<file path="src/rtl/dac_adc_pkg.sv">
// Shared definitions for the DAC/ADC UART data path (sender and receiver sides).
// Latency: none (types, constants and a pure helper only).
// Backpressure: not applicable.
package dac_adc_pkg;

  localparam int SAMPLE_W = 12;
  localparam int CNT_W    = 13;

  // Samples travel over the UART as two bytes, low byte first.
  localparam bit LOW_BYTE_FIRST = 1'b1;

  // Encodings match the FIFO-to-UART sender so both sides decode alike.
  typedef enum logic [1:0] {
    ST_IDLE = 2'b00,
    ST_RECV = 2'b01,
    ST_PLAY = 2'b11
  } state_e;

  // Build a 12-bit sample from the two bytes in arrival order.
  // Only the low nibble of the high byte carries sample bits.
  function automatic logic [SAMPLE_W-1:0] pack_sample(input logic [7:0] first_b,
                                                      input logic [7:0] second_b);
    if (LOW_BYTE_FIRST) return {second_b[3:0], first_b};
    else                return {first_b[3:0], second_b};
  endfunction

endpackage

</file>
<file path="src/rtl/uart_byte_pairer.sv">
// Pairs received UART bytes into 12-bit samples and drops a stale low byte after a quiet period.
// Latency: word_vld/word_dat one cycle after the high-byte strobe; pair_accept and tmo_pulse are combinational.
// Backpressure: none; bytes are taken whenever en is high, a byte coinciding with timeout expiry wins.
module uart_byte_pairer
  import dac_adc_pkg::*;
#(
  parameter int TIMEOUT_CYC = 50000
) (
  input  logic                clk,
  input  logic                rst_n,
  input  logic                en,
  input  logic                flush,
  input  logic                byte_vld,
  input  logic [7:0]          byte_dat,
  output logic                pair_accept,
  output logic                word_vld,
  output logic [SAMPLE_W-1:0] word_dat,
  output logic                tmo_pulse
);

  localparam int TW = $clog2(TIMEOUT_CYC + 1);

  logic                phase_q, phase_d;
  logic [7:0]          low_q, low_d;
  logic [TW-1:0]       tmo_q, tmo_d;
  logic                word_vld_q, word_vld_d;
  logic [SAMPLE_W-1:0] word_q, word_d;

  // Byte phase tracking, low-byte hold, word assembly and idle timeout in phase 1.
  always_comb begin
    phase_d     = phase_q;
    low_d       = low_q;
    tmo_d       = tmo_q;
    word_vld_d  = 1'b0;
    word_d      = word_q;
    pair_accept = 1'b0;
    tmo_pulse   = 1'b0;
    if (flush) begin
      phase_d = 1'b0;
      tmo_d   = '0;
    end else if (en && byte_vld) begin
      tmo_d = '0;
      if (!phase_q) begin
        low_d   = byte_dat;
        phase_d = 1'b1;
      end else begin
        word_d      = pack_sample(low_q, byte_dat);
        word_vld_d  = 1'b1;
        phase_d     = 1'b0;
        pair_accept = 1'b1;
      end
    end else if (en && phase_q) begin
      if (tmo_q == TW'(TIMEOUT_CYC - 1)) begin
        tmo_pulse = 1'b1;
        phase_d   = 1'b0;
        low_d     = '0;
        tmo_d     = '0;
      end else begin
        tmo_d = tmo_q + 1'b1;
      end
    end
  end

  // Pairer state registers with synchronous reset.
  always_ff @(posedge clk) begin
    if (!rst_n) begin
      phase_q    <= 1'b0;
      low_q      <= '0;
      tmo_q      <= '0;
      word_vld_q <= 1'b0;
      word_q     <= '0;
    end else begin
      phase_q    <= phase_d;
      low_q      <= low_d;
      tmo_q      <= tmo_d;
      word_vld_q <= word_vld_d;
      word_q     <= word_d;
    end
  end

  assign word_vld = word_vld_q;
  assign word_dat = word_q;

endmodule

</file>
<file path="src/rtl/ctrl_uart2fifo.sv">
// Receives UART byte pairs, writes 12-bit samples to the DAC FIFO frame by frame and sequences playback.
// Latency: FIFO write one cycle after the high byte; dac_playing_start one cycle after the frame-ending write.
// Backpressure: none upstream; writes while fifo_full are dropped and flagged, bytes during playback are dropped and flagged.
module ctrl_uart2fifo
  import dac_adc_pkg::*;
#(
  parameter int FRAME_LEN   = 1024,
  parameter int TIMEOUT_CYC = 50000
) (
  input  logic                clk,
  input  logic                rst_n,
  input  logic                start_all,
  input  logic                uart_rx_done,
  input  logic [7:0]          uart_rx_data,
  output logic                fifo_wrreq,
  output logic [SAMPLE_W-1:0] fifo_data,
  input  logic                fifo_full,
  input  logic                fifo_almost_full,
  output logic                dac_playing_start,
  input  logic                dac_playing_done,
  output logic [CNT_W-1:0]    frame_cnt_words,
  output logic                overflow_err,
  output logic                sync_err
);

  state_e              state_q, state_d;
  logic [CNT_W-1:0]    cnt_q, cnt_d;
  logic                start_q, start_d;
  logic                ovf_q, ovf_d;
  logic                sync_q, sync_d;

  logic                rx_en;
  logic                flush;
  logic                frame_end;
  logic                pair_accept;
  logic                word_vld;
  logic [SAMPLE_W-1:0] word_dat;
  logic                tmo_pulse;

  uart_byte_pairer #(
    .TIMEOUT_CYC (TIMEOUT_CYC)
  ) u_pairer (
    .clk         (clk),
    .rst_n       (rst_n),
    .en          (rx_en),
    .flush       (flush),
    .byte_vld    (uart_rx_done),
    .byte_dat    (uart_rx_data),
    .pair_accept (pair_accept),
    .word_vld    (word_vld),
    .word_dat    (word_dat),
    .tmo_pulse   (tmo_pulse)
  );

  // FSM state register.
  always_ff @(posedge clk) begin
    if (!rst_n) state_q <= ST_IDLE;
    else        state_q <= state_d;
  end

  // FSM next state: arm on start, play when a frame is complete, resume when the DAC drains.
  always_comb begin
    state_d = state_q;
    case (state_q)
      ST_IDLE: if (start_all)        state_d = ST_RECV;
      ST_RECV: if (frame_end)        state_d = ST_PLAY;
      ST_PLAY: if (dac_playing_done) state_d = ST_RECV;
      default:                       state_d = ST_IDLE;
    endcase
  end

  // FSM outputs and handshake decode; the count already includes the word being written.
  always_comb begin
    rx_en      = (state_q == ST_RECV);
    flush      = (state_q == ST_PLAY) && dac_playing_done;
    fifo_wrreq = word_vld && !fifo_full;
    fifo_data  = word_dat;
    frame_end  = (state_q == ST_RECV) && word_vld &&
                 ((cnt_q == CNT_W'(FRAME_LEN)) || fifo_almost_full);
  end

  // Word counter, playback-start pulse and sticky error flags.
  always_comb begin
    cnt_d = cnt_q;
    if (flush)            cnt_d = '0;
    else if (pair_accept) cnt_d = cnt_q + 1'b1;
    start_d = frame_end;
    ovf_d   = ovf_q | ((state_q == ST_PLAY) && uart_rx_done) | (word_vld && fifo_full);
    sync_d  = sync_q | tmo_pulse;
  end

  // Datapath registers with synchronous reset.
  always_ff @(posedge clk) begin
    if (!rst_n) begin
      cnt_q   <= '0;
      start_q <= 1'b0;
      ovf_q   <= 1'b0;
      sync_q  <= 1'b0;
    end else begin
      cnt_q   <= cnt_d;
      start_q <= start_d;
      ovf_q   <= ovf_d;
      sync_q  <= sync_d;
    end
  end

  assign frame_cnt_words   = cnt_q;
  assign dac_playing_start = start_q;
  assign overflow_err      = ovf_q;
  assign sync_err          = sync_q;

endmodule
</file>
<file path="config.mk">
export PLATFORM = sky130hd
export DESIGN_NAME = ctrl_uart2fifo
export DESIGN_NICKNAME = d
export VERILOG_FILES = /design/src/rtl/dac_adc_pkg.sv /design/src/rtl/uart_byte_pairer.sv /design/src/rtl/ctrl_uart2fifo.sv
export SDC_FILE = /design/constraint.sdc
export NUM_CORES = 1
export LEC_CHECK = 0
export BUFFER_PORTS_ARGS = -buffer_cell sky130_fd_sc_hd__clkbuf_2
export CAP_MARGIN = 20
export CORE_ASPECT_RATIO = 1.2
export CORE_MARGIN = 2
export CORE_UTILIZATION = 45
export CTS_CLUSTER_SIZE = 30
export DETAILED_ROUTE_END_ITERATION = 8
export MAX_ROUTING_LAYER = met4
export PLACE_DENSITY = 0.66
export REMOVE_ABC_BUFFERS = 1
export SLEW_MARGIN = 20
export SYNTH_ARGS = -nofsm -noshare
export SYNTH_HDL_FRONTEND = slang
export SYNTH_SLANG_ARGS = --single-unit
</file>
<file path="constraint.sdc">
create_clock -name clk -period 4 [get_ports clk]
set_input_delay 0.6 -clock clk [delete_from_list [all_inputs] [get_ports clk]]
set_output_delay 0.6 -clock clk [all_outputs]
set_load 0.01 [all_outputs]
</file>
==> metrics.md <==
| Metric | Value |
|---|---|
| Status | completed |
| Worst slack, placed | 1900 ps |
| Critical Path Slowest Stage Cell | dfxtp_1 |
| Initial antenna violation count | 0 |
| Slew margin rel. | 0.598 |
| Worst setup path end | u_pairer.low_q[1] |
| Slew Limit Fails | 0 |
| Vias in the first global route | 1967 |
| Reg2Reg Setup Slack | 2010 ps |
| Final setup violation count | 0 |
| Tightest Pin Transition | 601 ps |
| Critical-path cell list | and3b_2, nand4_1, nor2_1, o21ai_0 |
| Critical path origin | state_q[0] |
| Register area share after synthesis | 0.444 |
| Routed via count | 2141 |
| Share of layout cells above drive strength 1 | 0.203 |
| Vias/cell | 5.46 |
| Post-Synthesis Cell Area | 0.00253 mm² |
| I/O Buffers | 43 |
| XOR/XNOR share of the synthesized area | 0.0624 |
| Clk_lat worst skew | 310 ps |
| Maximum VDD drop | 0.184 mV |
| Reg-to-reg endpoint | u_pairer.low_q[1] |
| Vert. Die Dim | 86.1 µm |
| Per-cell routed wire length | 13.5 µm |
| Seq pwr share | 0.614 |
| Grt total ovfl | 0 |
| Layout Nets | 347 |
| Chip Width | 72.4 µm |
| WP buf/inv | 0 |
| Achievable Freq | 502 MHz |
| CTS tree | yes |
| Final Hold Viols | 0 |
| Compound-cell area share of the yosys netlist | 0.135 |
| Post-synthesis async set-or-reset flop share | 0 |
| H-tree depth | 2 |
| Placer Congestion | 0.788 |
| Fillers | 536 |
| CP required | 4180 ps |
| Synth warn | 0 |
| Power share of the clock group | 0.340 |
| Final ANT Viol Nets | 0 |
| Sw Ratio | 0.245 |
| Post-synth top flop | dfxtp_1 |
| Hold Slack | 461 ps |
| Period utilization | 0.498 |
| Setup bufs post-CTS | 0 |
| Largest family of logic cells by synthesized area | simple AND/OR/NAND/NOR gates |
| HPWL Detailed | 3820 µm |
| FF-to-FF Start | state_q[0] |
| Ant. Diodes | 0 |
| Final Routed Wirelength | 5280 µm |
| Max stage delay on crit path | 550 ps |
| Layout overhead on the synthesized area | 12.0% |
| Final Power | 0.931 mW |
| Largest net degree at the start of global routing | 20 |
| Synth Area in Simple Gates | 0.291 |
| FF-to-FF path depth | 4 |
| CP top delay family | simple AND/OR/NAND/NOR gates |
| Global Route Usage Sum | 0.183 |
| DRC viols | 0 |
| Max Root-Sink Buffers | 2 |
| Setup CP Type | flip-flop to flip-flop |
| Synth top area cells | dfxtp_1, nand2_1, a21oi_1, nor2_1, xnor2_1 |
| Maxcap violations | 0 |
| Post-synth EDFFs | 0 |
| #FFs+latches synth | 56 |
| Minimum clock period after layout | 1990 ps |
| Hold WC Path Type | flip-flop to flip-flop |
| Area share of fa/ha/maj cells after synthesis | 0.0149 |
| Leak | 1.03 nW |
| IO Pins | 44 |
| Hold_buf cts | 0 |
| Int Power | 0.703 mW |
| CTS Root Cell | clkbuf_8 |
| Cell area power density | 329 mW/mm² |
| Std-Cell Rows | 29 |
| Sink Count | 56 |
| CTS clk-pin slew, worst paths | 100 ps |
| Synth cell types | 51 |
| Mapped Cells | 293 |
| Sw power | 0.228 mW |
| Crit. End Element | flip-flop |
| Arr. time, crit path | 2170 ps |
| Starting Density | 0.470 |
| Worst Setup Start Kind | flip-flop |
| Global-route wire length before repair | 8890 µm |
| CTS Buf Count | 5 |
| Unrepaired setup endpoints after global routing | no |
| Power share of the combinational group | 0.046 |
| DR pass1 iterations | 4 |
| Post-synth top area share | 0.444 |
| Post-synthesis cell type with the largest combined area | dfxtp_1 |
| Design area | 0.00283 mm² |
| Crit path depth | 4 |
| Setup ws final | 2010 ps |
| DP Area | 0.00274 mm² |
| Setup_tns | 0 ps |
| CP Max Fanout | 12 |
| Die Area | 0.00623 mm² |
| Cts repair resizes | 0 |
| Initial DRC Count | 91 |
| Clock skew | 7.24 ps |
| Mux share of post-synthesis cell area | 0.0119 |
| Core region area | 0.00537 mm² |
| Mean Syn Cell Area | 8.62 µm² |
worst min path at each step:
stage                                      from               endpoint  slack (ps)  cells after the start
after detailed placement  u_pairer.word_dat[11]  u_pairer.word_dat[11]         450                      2
final                      u_pairer.word_dat[6]   u_pairer.word_dat[6]         460                      2
after global routing       u_pairer.word_dat[4]   u_pairer.word_dat[4]         480                      2
after global placement    u_pairer.word_dat[11]  u_pairer.word_dat[11]         450                      2
after CTS                 u_pairer.word_dat[11]  u_pairer.word_dat[11]         460                      2
after floorplan               u_pairer.low_q[0]   u_pairer.word_dat[0]         450                      2
cell type report:
type / instances / area, µm² / share of cell area
Tap cell: 62 / 77.6 / 0.0274
Clock inverter: 3 / 23.8 / 0.00840
Timing Repair Buffer: 43 / 215 / 0.0760
Multi-Input combinational cell: 217 / 1300 / 0.460
Clock buffer: 5 / 68.8 / 0.0243
Sequential cell: 56 / 1120 / 0.396
Inverter: 6 / 22.5 / 0.00796
tightest hold or removal path, cell delays in order (launching register included):
cell     delay [ps]
dfxtp_1         320
nand2_1          50
a21oi_1          50
layer usage:
layer	up-vias	track usage	wire, µm
li1	1115	-	-
met1	980	0.218	2440
met2	37	0.297	2530
met3	9	0.0411	218
met4	0	0.0758	98
met5	-	-	0
cell usage in the layout, fill, tap and decap left out, types with 3 or more instances in the layout:
cell type and count:
clkbuf_2 43, mux2i_1 3, dfxtp_1 56, a21oi_1 25
inv_1 6, nand3_1 12, and3_1 4, nand2_1 47
and2_1 3, clkbuf_8 5, a32oi_1 8, nand4_1 11
o21ai_0 14, xnor2_1 9, nor2_1 25, or3_1 3
nor4b_1 4, nor3_1 5, xor2_1 9, ha_1 3
power groups by stage:
| stage | clock [mW] | combinational, mW | sequential (mW) |
|---|---|---|---|
| 3_5_place_dp | 0 | 0.0433 | 0.585 |
| 2_1_floorplan | 0 | 0.0238 | 0.583 |
| 5_1_grt | 0.349 | 0.0491 | 0.573 |
| 4_1_cts | 0.331 | 0.0433 | 0.572 |
| 3_3_place_gp | 0 | 0.0429 | 0.584 |
| 6_report | 0.316 | 0.0426 | 0.572 |
Yosys cell counts, types with 2 or more instances:
library cell / n
dfxtp_1: 56
a32oi_1: 8
or3_1: 3
o21ai_0: 14
mux2i_1: 3
nor4b_1: 4
xor2_1: 9
buf_4: 2
nor3_1: 5
nor2_1: 25
a31o_2: 2
clkbuf_1: 4
ha_1: 3
or4_1: 2
buf_6: 2
nand4_1: 11
inv_1: 6
and2_1: 3
o31ai_1: 2
a21oi_1: 25
and3_1: 4
buf_2: 4
or3_2: 2
nand3_1: 12
and4b_2: 2
xnor2_1: 9
nand2_1: 47
metrics by stage:
stage               utilization  instances
global placement          0.510        384
floorplan                     -        279
detailed placement        0.510        384
CTS                       0.527        392
finish                    0.527        392
global route              0.527        392
registers in the layout, indices dropped and copies added, names as in the netlist:
signal and cells:
sync_err 1, state_q 2, overflow_err 1, u_pairer.phase_q 1, u_pairer.word_vld 1, dac_playing_start 1
u_pairer.low_q 8, u_pairer.tmo_q 16, frame_cnt_words 13, u_pairer.word_dat 12
kinds of logic (layout without fill, tap and decap cells):
kind of cell	after synthesis	in the layout
AO/OA/AOI/OAI	56	56
XOR/XNOR	18	18
adder cells (fa/ha/maj)	3	3
buffers and inverters	20	57
flip-flops	56	56
multiplexers	3	3
AND/OR/NAND/NOR	137	137
(Power assumes the default switching activity.)
